<file path="config.mk">
export PLATFORM = sky130hd
export DESIGN_NAME = alu_dispatch
export DESIGN_NICKNAME = d
export VERILOG_FILES = /design/src/rtl/alu_dispatch.sv
export SDC_FILE = /design/constraint.sdc
export NUM_CORES = 1
export LEC_CHECK = 0
export BUFFER_PORTS_ARGS = -buffer_cell sky130_fd_sc_hd__buf_2
export CAP_MARGIN = 15
export CORE_MARGIN = 3
export CORE_UTILIZATION = 37
export CTS_CLUSTER_SIZE = 14
export DETAILED_ROUTE_END_ITERATION = 16
export PLACE_DENSITY = 0.74
export REMOVE_ABC_BUFFERS = 1
export SYNTH_ARGS = -nofsm -noshare
export SYNTH_HDL_FRONTEND = slang
export SYNTH_SLANG_ARGS = --single-unit
</file>
<file path="constraint.sdc">
create_clock -name clk -period 2.9 [get_ports clk]
set_clock_uncertainty 0.15 [all_clocks]
set_input_delay 0.145 -clock clk [delete_from_list [all_inputs] [get_ports clk]]
set_output_delay 0.145 -clock clk [all_outputs]
set_load 0.01 [all_outputs]
</file>
<file path="src/rtl/alu_dispatch.sv">
// Dispatches one request at a time to an arithmetic or logic unit, waits for
// that unit's done (bounded by TIMEOUT cycles) and holds the response until accepted.
module alu_dispatch #(
  parameter int TIMEOUT = 15
) (
  input  logic       clk,
  input  logic       rst_n,
  input  logic       req_valid,
  output logic       req_ready,
  input  logic [3:0] req_op,
  input  logic [7:0] req_a,
  input  logic [7:0] req_b,
  output logic       au_valid,
  output logic [2:0] au_op,
  output logic [7:0] au_a,
  output logic [7:0] au_b,
  input  logic       au_done,
  input  logic [7:0] au_result,
  input  logic [3:0] au_nzvc,
  output logic       lu_valid,
  output logic [2:0] lu_op,
  output logic [7:0] lu_a,
  output logic [7:0] lu_b,
  input  logic       lu_done,
  input  logic [7:0] lu_result,
  input  logic [3:0] lu_nzvc,
  output logic       rsp_valid,
  input  logic       rsp_ready,
  output logic [7:0] rsp_result,
  output logic [3:0] rsp_nzvc,
  output logic       rsp_unit,
  output logic       rsp_err
);

  typedef enum logic [1:0] {S_IDLE, S_ISSUE, S_WAIT, S_RESP} state_t;

  localparam logic [7:0] CNT_LAST = 8'(TIMEOUT - 1);

  state_t     state, state_nx;
  logic [3:0] op_q;
  logic [7:0] a_q, b_q;
  logic [7:0] cnt_q;
  logic [7:0] res_q;
  logic [3:0] nzvc_q;
  logic       unit_q, err_q;
  logic       sel_unit, sel_done, timeout_hit, busy;

  assign sel_unit    = op_q[3];
  assign sel_done    = sel_unit ? lu_done : au_done;
  assign timeout_hit = (cnt_q == CNT_LAST);
  assign busy        = (state == S_ISSUE) || (state == S_WAIT);

  always_comb begin
    state_nx = state;
    case (state)
      S_IDLE:  if (req_valid) state_nx = S_ISSUE;
      S_ISSUE: state_nx = S_WAIT;
      S_WAIT:  if (sel_done || timeout_hit) state_nx = S_RESP;
      S_RESP:  if (rsp_ready) state_nx = S_IDLE;
      default: state_nx = S_IDLE;
    endcase
  end

  always_ff @(posedge clk or negedge rst_n) begin
    if (!rst_n) state <= S_IDLE;
    else        state <= state_nx;
  end

  // Done takes priority over timeout; response fields only change on WAIT exit.
  always_ff @(posedge clk or negedge rst_n) begin
    if (!rst_n) begin
      op_q   <= '0;
      a_q    <= '0;
      b_q    <= '0;
      cnt_q  <= '0;
      res_q  <= '0;
      nzvc_q <= '0;
      unit_q <= 1'b0;
      err_q  <= 1'b0;
    end else begin
      case (state)
        S_IDLE: begin
          if (req_valid) begin
            op_q <= req_op;
            a_q  <= req_a;
            b_q  <= req_b;
          end
        end
        S_ISSUE: cnt_q <= '0;
        S_WAIT: begin
          if (sel_done) begin
            res_q  <= sel_unit ? lu_result : au_result;
            nzvc_q <= sel_unit ? lu_nzvc : au_nzvc;
            unit_q <= sel_unit;
            err_q  <= 1'b0;
          end else if (timeout_hit) begin
            res_q  <= '0;
            nzvc_q <= '0;
            unit_q <= sel_unit;
            err_q  <= 1'b1;
          end else begin
            cnt_q <= cnt_q + 8'd1;
          end
        end
        default: ;
      endcase
    end
  end

  assign req_ready  = (state == S_IDLE);
  assign rsp_valid  = (state == S_RESP);
  assign rsp_result = res_q;
  assign rsp_nzvc   = nzvc_q;
  assign rsp_unit   = unit_q;
  assign rsp_err    = err_q;

  // Only the selected unit ever sees non-zero operands, and only while busy.
  assign au_valid = (state == S_ISSUE) && !sel_unit;
  assign au_op    = (busy && !sel_unit) ? op_q[2:0] : 3'd0;
  assign au_a     = (busy && !sel_unit) ? a_q : 8'd0;
  assign au_b     = (busy && !sel_unit) ? b_q : 8'd0;

  assign lu_valid = (state == S_ISSUE) && sel_unit;
  assign lu_op    = (busy && sel_unit) ? op_q[2:0] : 3'd0;
  assign lu_a     = (busy && sel_unit) ? a_q : 8'd0;
  assign lu_b     = (busy && sel_unit) ? b_q : 8'd0;

endmodule

</file>
==> impl_metrics.py <==
metrics = {
    "floorplan": {
        "initial_core_util_pct": 38.5,
        "pin_count": 106,
        "row_count": 28,
        "die_h_microns": 84.8,
        "die_x_microns": 84.8,
        "dieArea_sq_um": 7180,
        "core_sq_um": 5960,
    },
    "sta": {
        "fmax_mhz": 411,
        "setup_viol": 0,
        "hold_viol": 0,
        "relSlewSlack_pct": 35.5,
        "fin_crit_sh_pct": 84.0,
        "holdWs_ns": 0.0574,
        "fin_setup_tns_ns": 0,
        "worstMarginPinSlew_ns": 0.967,
        "rsz0062_at_grt": "false",
        "min_period_ns": 2.43,
        "slew_viol_final": 0,
    },
    "cts": {
        "post-cts-setup-buffers": 0,
        "cts-buffers-inserted": 5,
        "root_buffer": "clkbuf_8",
        "clk_path_buf_depth": 2,
        "cts_tree": "yes",
        "cts_num_sinks": 44,
        "clkLatencyLatePin_ns": 0.29,
        "cts.reportedPaths.clkPinSlew_ns": 0.08,
        "cts_max_level": 2,
    },
    "setup_path": {
        "cpPeakStageDelay_ns": 0.70,
        "path_cells": "inv_1 -> ha_1 -> nor2b_1 -> and2_1 -> buf_2",
        "worstReg2RegStart": "cnt_q[0]",
        "crit_required_ns": 2.61,
        "path_buf_inv": 2,
        "r2r_cells": 6,
        "worst_setup_path_end_kind": "primary output",
        "ff2ff_setup_slack_ns": 0.62,
        "cp-start-kind": "flip-flop",
        "critical_path_peak_fanout": 19,
        "path_delay_family": "simple AND/OR/NAND/NOR gates",
        "crit_type": "flip-flop to primary output",
        "cp_slowest_cell": "nor2b_1",
        "arrival_ns": 2.14,
        "reg2reg_to": "state[1]",
    },
    "routing": {
        "drc": 0,
        "dr.pass1.iters": 4,
        "wire_per_inst_microns": 14.7,
        "drt-initial-drc-count": 91,
        "via_per_inst": 4.95,
        "postRouteAntennaNets": 0,
        "vias": 2110,
        "drt-total-wl_microns": 6250,
    },
    "synth": {
        "synthTopCellsByCount": "dfrtp_1, mux2_2, and2_1, and3_1, mux2i_1",
        "synthFlopType": "dfrtp_1",
        "ys_ff_latch": 44,
        "synth_cell_types": 33,
        "ys_seq_area_share_pct": 48.0,
        "synth-edff-count": 0,
        "yosysMostFrequentCell": "dfrtp_1",
        "synth_top_area_cell": "dfrtp_1",
        "yosys-top-cells-area": "dfrtp_1, mux2_2, mux2i_1",
        "async_flop_share_pct": 100,
        "ys_warn_count": 0,
        "syn_area_sq_um": 2290,
        "synthCells": 201,
        "synth_area_per_cell_sq_um": 11.4,
        "yosysTopAreaCellShare_pct": 48.0,
    },
    "final_layout": {
        "final_cell_count_no_fill": 426,
        "nets": 406,
        "n_antenna_cell": 0,
        "final_util_pct": 58.2,
        "syn2layout_area_growth_pct": 51.1,
        "drive_gt1_share_pct": 41.3,
    },
    "pwr": {
        "p_int_mw": 2.06,
        "switchingPower_mw": 1.29,
        "sw_frac_of_total_pct": 38.5,
        "pwr-share-clk_pct": 14.7,
        "leakagePower_nw": 1.83,
        "power_frac_comb_pct": 53.5,
        "pwr_density_cell_nw_per_um2": 967,
        "seq_power_share_pct": 31.9,
        "ir_drop_mv": 0.487,
    },
    "grt": {
        "grt_pass1_vias": 2248,
        "grt_max_degree": 45,
        "grt_pass1_wl_microns": 10500,
        "gr-usage-all-layers_pct": 18.1,
        "grt-ovfl-total": 0,
        "antenna_found_initial": 0,
    },
    "hold_path": {
        "min_to": "rsp_err",
        "min_from": "lu_done",
        "holdPathStages": 3,
        "hold_class": "input pin to flip-flop",
    },
    "placement": {
        "finalWeightedCongestion": 0.827,
        "dp.cells": 373,
        "port_buffers": 105,
        "place_hpwl_microns": 4010,
    },
    "flow_run": {
        "cap_violations": 0,
    },
    "status": {
        "outcome": "completed",
    },
}
-- what timing repair did --
action	4_1_cts	5_1_grt
hold buffers	45	0
gates resized for setup	0	0
hold endpoints to repair	76	0
-- state kept, by name, indices dropped and copies added, names as in the netlist --
register and flops:
rsp_unit 1, b_q 8, rsp_err 1, op_q 4
a_q 8, state 2, cnt_q 8, rsp_result 8
rsp_nzvc 4
-- power groups by stage --
stage | Combinational [mW] | Clock, mW | Sequential (mW)
after detailed placement | 1.69 | 0 | 1.08
final | 1.79 | 0.492 | 1.07
after floorplan | 0.997 | 0 | 1.11
after CTS | 1.80 | 0.508 | 1.07
after global routing | 1.98 | 0.531 | 1.11
after global placement | 1.65 | 0 | 1.07
-- layout make-up --
type,instances,area (sq um)
Inverter,5,18.8
Fill cell,511,2490
Timing Repair Buffer,155,1010
Multi-Input combinational cell,139,1120
Tap cell,75,93.8
Clock buffer,6,82.6
Sequential cell,44,1100
Clock inverter,2,38.8
-- worst register-to-register path, cell delays in order, from the launching register on --
cell	delay (ns)
dfrtp_1	0.43
inv_1	0.07
ha_1	0.13
or4b_4	0.48
o311a_4	0.37
nor3_4	0.20
mux2_1	0.34
-- stage by stage --
| stage | worst slack, ns | power [mW] | cell area, sq um |
|---|---|---|---|
| floorplan | 0.0772 | 2.10 | 2240 |
| global placement | 0.674 | 2.71 | 2900 |
| detailed placement | 0.621 | 2.77 | 2900 |
| CTS | 0.425 | 3.37 | 3470 |
| global route | 0.198 | 3.62 | 3470 |
| finish | 0.465 | 3.35 | 3470 |
-- placed cells by master (no fill, tap or decap), types with 2 or more instances in the layout --
cell / count
mux2_2: 22
ha_1: 6
nand2_1: 10
nand3_1: 7
and3_1: 20
o21ai_0: 3
a21oi_1: 3
and2_1: 20
buf_2: 105
clkbuf_8: 6
inv_1: 5
o2bb2ai_1: 12
dfrtp_1: 44
mux2i_1: 16
buf_4: 5
nor3_1: 2
dlygate4sd3_1: 45
nor2b_1: 3
-- layer usage --
metal / share of wire, % / global-route usage [%] / vias up / routed length, microns
met3: 5.3 / 3.04 / 10 / 333
met2: 54 / 34.8 / 75 / 3390
met4: 1.2 / 4.89 / 0 / 77
met1: 39 / 20.5 / 1008 / 2450
met5: 0 / 0 / - / 0
li1: - / - / 1017 / -
-- logic make-up after synthesis --
family | synth area share, %
and+or+nand+nor | 18.2
DFF | 48.0
muxes | 18.3
AOI/OAI and AO/OA | 9.11
buffers and inverters | 3.22
adders and majority gates | 3.27
-- worst max path at each step --
| stage | depth (start not counted) | startpoint | slack, ns | endpoint |
|---|---|---|---|---|
| 2_1_floorplan | 3 | op_q[3] | 0.08 | rsp_unit |
| 3_3_place_gp | 6 | cnt_q[0] | 0.67 | state[1] |
| 3_5_place_dp | 6 | cnt_q[0] | 0.62 | state[1] |
| 4_1_cts | 5 | state[0] | 0.43 | au_a[6] |
| 5_1_grt | 5 | state[0] | 0.20 | au_b[2] |
| 6_report | 5 | state[0] | 0.47 | au_b[2] |
Note: power is estimated with default switching activity, not from simulation.
